===== src/rtl/llander_thrust_pkg.sv =====
// rtl/llander_thrust_pkg.sv - shared state, mode and mapping definitions for the thrust arbiter
package llander_thrust_pkg;

    typedef enum logic [1:0] {
        S_DPAD = 2'd0,
        S_ANA  = 2'd1,
        S_HAND = 2'd2
    } state_t;

    localparam logic [1:0] MODE_AUTO   = 2'd0;
    localparam logic [1:0] MODE_ANALOG = 2'd1;
    localparam logic [1:0] MODE_DPAD   = 2'd2;

    // Stick Y (-128 = full up) to thrust: 127 - y spans 0..255, then clamp.
    function automatic logic [7:0] analog_to_thrust(input logic signed [7:0] s8,
                                                    input logic [7:0]        max);
        logic signed [8:0] t9;
        t9 = 9'sd127 - $signed({s8[7], s8});
        return (t9[7:0] > max) ? max : t9[7:0];
    endfunction

endpackage


===== src/rtl/llander_tick_gen.sv =====
// rtl/llander_tick_gen.sv - ramp-tick prescaler with pause hold
module llander_tick_gen #(
    parameter int TICK_DIV = 196850
) (
    input  logic clk_50,
    input  logic rst_n,
    input  logic pause,
    output logic tick
);

    localparam int            CW   = (TICK_DIV > 1) ? $clog2(TICK_DIV) : 1;
    localparam logic [CW-1:0] LAST = CW'(TICK_DIV - 1);

    logic [CW-1:0] count;

    always_ff @(posedge clk_50 or negedge rst_n) begin
        if (!rst_n) begin
            count <= '0;
        end else if (!pause) begin
            count <= (count == LAST) ? '0 : count + CW'(1);
        end
    end

    assign tick = !pause && (count == LAST);

endmodule


===== src/rtl/llander_thrust_arbiter.sv =====
// rtl/llander_thrust_arbiter.sv - bumpless analog/D-pad thrust arbiter (option: THRUST_SLEW_EN)
module llander_thrust_arbiter
    import llander_thrust_pkg::*;
#(
    parameter int TICK_DIV   = 196850,
    parameter int MAX_THRUST = 254,
    parameter int DEADZONE   = 8,
    parameter int SLEW_STEP  = 4
) (
    input  logic              clk_50,
    input  logic              RESET_L,
    input  logic [1:0]        mode,
    input  logic signed [7:0] analog_y,
    input  logic              dpad_up,
    input  logic              dpad_dn,
    input  logic              pause,
    output logic [7:0]        thrust,
    output logic              src_dpad,
    output logic              tick
);

    localparam logic [7:0] MAX_T = 8'(MAX_THRUST);
    localparam logic [7:0] DZ    = 8'(DEADZONE);

    state_t     state, state_next;
    logic [7:0] acc, acc_next, thrust_next;
    logic [7:0] target, abs_y, ana_next;
    logic       auto_mode, ana_active, dpad_any;

    llander_tick_gen #(.TICK_DIV(TICK_DIV)) u_tick (
        .clk_50 (clk_50),
        .rst_n  (RESET_L),
        .pause  (pause),
        .tick   (tick)
    );

    assign auto_mode  = (mode == MODE_AUTO) || (mode == 2'd3);
    assign dpad_any   = dpad_up || dpad_dn;
    // Unsigned magnitude so that -128 reads as 128.
    assign abs_y      = analog_y[7] ? (~analog_y + 8'd1) : analog_y;
    assign ana_active = abs_y > DZ;
    assign target     = analog_to_thrust(analog_y, MAX_T);

`ifdef THRUST_SLEW_EN
    localparam logic [7:0] SLEW = 8'(SLEW_STEP);
    logic [7:0] diff, step;

    always_comb begin
        diff     = (target >= thrust) ? (target - thrust) : (thrust - target);
        step     = (diff < SLEW) ? diff : SLEW;
        ana_next = thrust;
        if (tick) begin
            ana_next = (target >= thrust) ? (thrust + step) : (thrust - step);
        end
    end
`else
    assign ana_next = target;
`endif

    always_ff @(posedge clk_50 or negedge RESET_L) begin
        if (!RESET_L) begin
            state  <= S_DPAD;
            acc    <= 8'd0;
            thrust <= 8'd0;
        end else begin
            state  <= state_next;
            acc    <= acc_next;
            thrust <= thrust_next;
        end
    end

    // Pause freezes acc/thrust; only mode-forced source changes still happen.
    always_comb begin
        state_next  = state;
        acc_next    = acc;
        thrust_next = thrust;
        case (state)
            S_DPAD: begin
                if (tick) begin
                    if (dpad_up && !dpad_dn && acc < MAX_T) begin
                        acc_next = acc + 8'd1;
                    end else if (dpad_dn && !dpad_up && acc != 8'd0) begin
                        acc_next = acc - 8'd1;
                    end
                end
                thrust_next = acc_next;
                if (mode == MODE_ANALOG) begin
                    state_next = S_ANA;
                end else if (!pause && auto_mode && ana_active && !dpad_any) begin
                    state_next = S_ANA;
                end
            end
            S_ANA: begin
                if (!pause) begin
                    thrust_next = ana_next;
                end
                if (mode == MODE_DPAD) begin
                    state_next = S_HAND;
                end else if (!pause && auto_mode && dpad_any) begin
                    state_next = S_HAND;
                end
            end
            S_HAND: begin
                if (!pause) begin
                    acc_next   = thrust;
                    state_next = S_DPAD;
                end
            end
            default: state_next = S_DPAD;
        endcase
    end

    assign src_dpad = (state != S_ANA);

endmodule


===== config.mk =====
export PLATFORM = sky130hd
export DESIGN_NAME = llander_thrust_arbiter
export DESIGN_NICKNAME = d
export VERILOG_FILES = /design/src/rtl/llander_thrust_pkg.sv /design/src/rtl/llander_tick_gen.sv /design/src/rtl/llander_thrust_arbiter.sv
export SDC_FILE = /design/constraint.sdc
export NUM_CORES = 1
export LEC_CHECK = 0
export ABC_CLOCK_PERIOD_IN_PS = 2800
export BUFFER_PORTS_ARGS = -buffer_cell sky130_fd_sc_hd__buf_4
export CORE_MARGIN = 2
export CORE_UTILIZATION = 55
export CTS_BUF_LIST = sky130_fd_sc_hd__clkbuf_8 sky130_fd_sc_hd__clkbuf_16
export DETAILED_ROUTE_END_ITERATION = 10
export PLACE_DENSITY = 0.78
export SKIP_LAST_GASP = 1
export SLEW_MARGIN = 40
export SYNTH_ARGS = -nofsm -noshare
export SYNTH_HDL_FRONTEND = slang
export SYNTH_SLANG_ARGS = --single-unit

===== constraint.sdc =====
create_clock -name clk_50 -period 2.8 [get_ports clk_50]
set_clock_uncertainty 0.05 [all_clocks]
set_input_delay 0 -clock clk_50 [delete_from_list [all_inputs] [get_ports clk_50]]
set_output_delay 0 -clock clk_50 [all_outputs]
set_load 0.1 [all_outputs]

==> results_dict.tcl <==
set metrics [dict create \
    max_freq_ghz 0.4326 \
    slew-limit-headroom_pct 52.44 \
    wl_per_cell_um 16.39 \
    drive_gt1_share_pct 19.86 \
    post-route-drc-count 0 \
    cts.repair.resized 0 \
    yosysSeqAreaShare_pct 37.62 \
    hold_path.startpoint "analog_y[5]" \
    critical-path-top-delay-family "simple AND/OR/NAND/NOR gates" \
    clkTransAtPathRegs_ps 70 \
    synth_cell_types 54 \
    clock_path_buffers 2 \
    grt-ovfl-total 0 \
    period_needed_ps 2312 \
    antenna_found_initial 0 \
    grt_max_degree 37 \
    maxCapViolCount 0 \
    hold_violations 0 \
    die_area_um2 4898 \
    num_vias 2133 \
    routed_via_density 6.237 \
    max_stage_delay_ps 590 \
    synth_top_area_cell "dfrtp_1" \
    crit_start "acc[2]" \
    synth_area_leaders "dfrtp_1, ha_1, nor3_1, o21ai_0, nand2_1" \
    cts_made_buffers 5 \
    synth_edf_count 0 \
    port_buffers 24 \
    fin_nets 314 \
    initial_utilization_pct 58.60 \
    cp_num_buf_inv 1 \
    cp-end-kind "flop" \
    post-route-util_pct 67.21 \
    slowest_stage "or4_4" \
    htree_levels 2 \
    synth.top_cell.area_share_pct 37.62 \
    cp_max_fo 11 \
    cts_tree "yes" \
    ant_nets 0 \
    p_leak_nw 1.157 \
    area_growth_pct 14.68 \
    rows 23 \
    avgSynthCellArea_um2 9.037 \
    die_h_um 69.99 \
    drt_iter0_markers 167 \
    worstMarginPinSlew_ps 713.5 \
    r2r-start "acc[2]" \
    ioPinCount 25 \
    grtUsageTotal_pct 24.65 \
    ys.flop_type "dfrtp_1" \
    worstPathRequired_ps 2960 \
    synthCells 265 \
    arrival_ps 2470 \
    ys_ff_latch 36 \
    drv_slew 0 \
    multi_input_area_um2 1386 \
    rr_worst_depth 6 \
    cp.depth 6 \
    core_area_um2 4086 \
    fill_cells 352 \
    ff_latch_area_um2 900.9 \
    placed_cells 331 \
    synth_nets 288 \
    syn_area_um2 2395 \
    worstSkewPairLatency_ps 290 \
    worstSetupPathType "reg2reg" \
    cp-start-kind "flop" \
    ir_worst_vdd_v 0.0007412 \
    cts_root_buf "clkbuf_8" \
    report.final.setup_viol 0 \
    fin_crit_sh_pct 82.55 \
    n_antenna_cell 0 \
    cts.sinks 36 \
    rsz0062_at_grt "false" \
    dp.final_hpwl_um 4013 \
    drt_wl_total_um 5606 \
    gp_congestion 0.8963 \
    synth_warnings 0 \
    ys_async_sr_fraction_pct 100.0 \
    hold_depth 5 \
    hp-class "in2reg" \
    setup_tns_ps 0 \
    post-cts-setup-buffers 0 \
    fp.dieW_um 69.99 \
    grt_pass1_vias 1974 \
    dr.pass1.iters 4 \
    finalNonFillerCells 342 \
    grt_pass1_wl_um 9597 \
    path_cells "or4_4, o41ai_2, a2111oi_4, buf_4, and4_2, a211oi_2" \
    p_per_area_nw_per_um2 908.0 \
    status "completed" \
]
[what timing repair did]
item                       4_1_cts  5_1_grt
hold buffers                     3        0
setup endpoints to repair        0        0
hold endpoints to repair        38        0
[power by group]
group	internal, W	switching, W
combinational	0.000347	0.000786
sequential	0.000655	0.000258
clock	0.000260	0.000187
[cell type report]
type                       count  share of cell area, %
tap                           50                  2.278
timing repair buffer          29                  8.200
clock inverter                 3                  1.412
inverter                      17                  2.323
sequential                    36                  32.80
multi-input combinational    202                  50.48
clock buffer                   5                  2.506
[stage by stage]
step | total power (W) | instance area [um^2] | hold WS, ps | setup WS (ps)
6_report | 0.002494 | 2746 | 49.14 | 488.5
5_1_grt | 0.002637 | 2746 | 104.3 | 352.4
4_1_cts | 0.002488 | 2746 | 51.30 | 494.4
3_5_place_dp | 0.002036 | 2609 | -64.42 | 489.8
3_3_place_gp | 0.002022 | 2609 | -65.05 | 559.5
2_1_floorplan | 0.001748 | 2400 | -345.6 | 44.33
[tightest hold or removal path: cells and delay by family]
kind	cells	cell delay, ps
AOI/OAI and AO/OA	2	170
buffers and inverters	1	100
and+or+nand+nor	2	80
[routing by layer]
metal  part of all wire, %  track usage, %
met4                   1.5           8.333
met2                    44           36.08
met3                   7.8           4.618
met1                    46           36.56
met5                     0               0
[cell families after synthesis]
group	after synthesis	synth area share, %
AND/OR/NAND/NOR	108	24.35
AO/OA/AOI/OAI	66	21.63
flip-flops	36	37.62
buffers and inverters	27	4.702
multiplexers	3	1.306
adder cells (fa/ha/maj)	8	4.180
XOR/XNOR	17	6.217
[final timing paths]
| check | to | slack (ps) |
|---|---|---|
| max | thrust[4] | 490 |
| min | thrust[5] | 50 |
| max reg2reg | thrust[4] | 490 |
| min reg2reg | u_tick.count[14] | 440 |
| max in group asynchronous | u_tick.count[17] | 2200 |
| min in group asynchronous | thrust[0] | 160 |
[state kept, by name, summed over array words and instances, names as in the netlist]
| register | flops |
|---|---|
| u_tick.count | 18 |
| state | 2 |
| thrust | 8 |
| acc | 8 |
[cell usage in the layout (no fill, tap or decap), types with 4 or more instances in the layout]
master / count
dfrtp_1: 36
buf_4: 26
nand2_1: 24
nor2_1: 22
o21ai_0: 18
nor3_1: 18
inv_1: 17
xnor2_1: 10
ha_1: 8
nand4_1: 7
a211oi_2: 7
o22ai_1: 7
xor2_1: 7
and4_2: 6
o2bb2ai_1: 6
clkbuf_8: 5
nor4_1: 4
nor2b_1: 4
nand3_1: 4
[cell usage after synthesis, types with 3 or more instances]
master and instances:
nand2b_1 3, dfrtp_1 36, or2_2 3, nor2b_1 4, a211oi_2 7, a31oi_1 3
a41o_1 3, nor3_1 19, nand4_1 7, o211ai_1 3, a22oi_1 3, o21ai_1 3
nor4_1 4, nand2_1 24, o21ai_0 18, and4_2 6, nand3_1 4, xnor2_1 10
nor2_1 22, inv_1 16, o2bb2ai_1 6, xor2_1 7, clkbuf_1 5, o22ai_1 7
ha_1 8
Note: power is estimated with default switching activity, not from simulation.
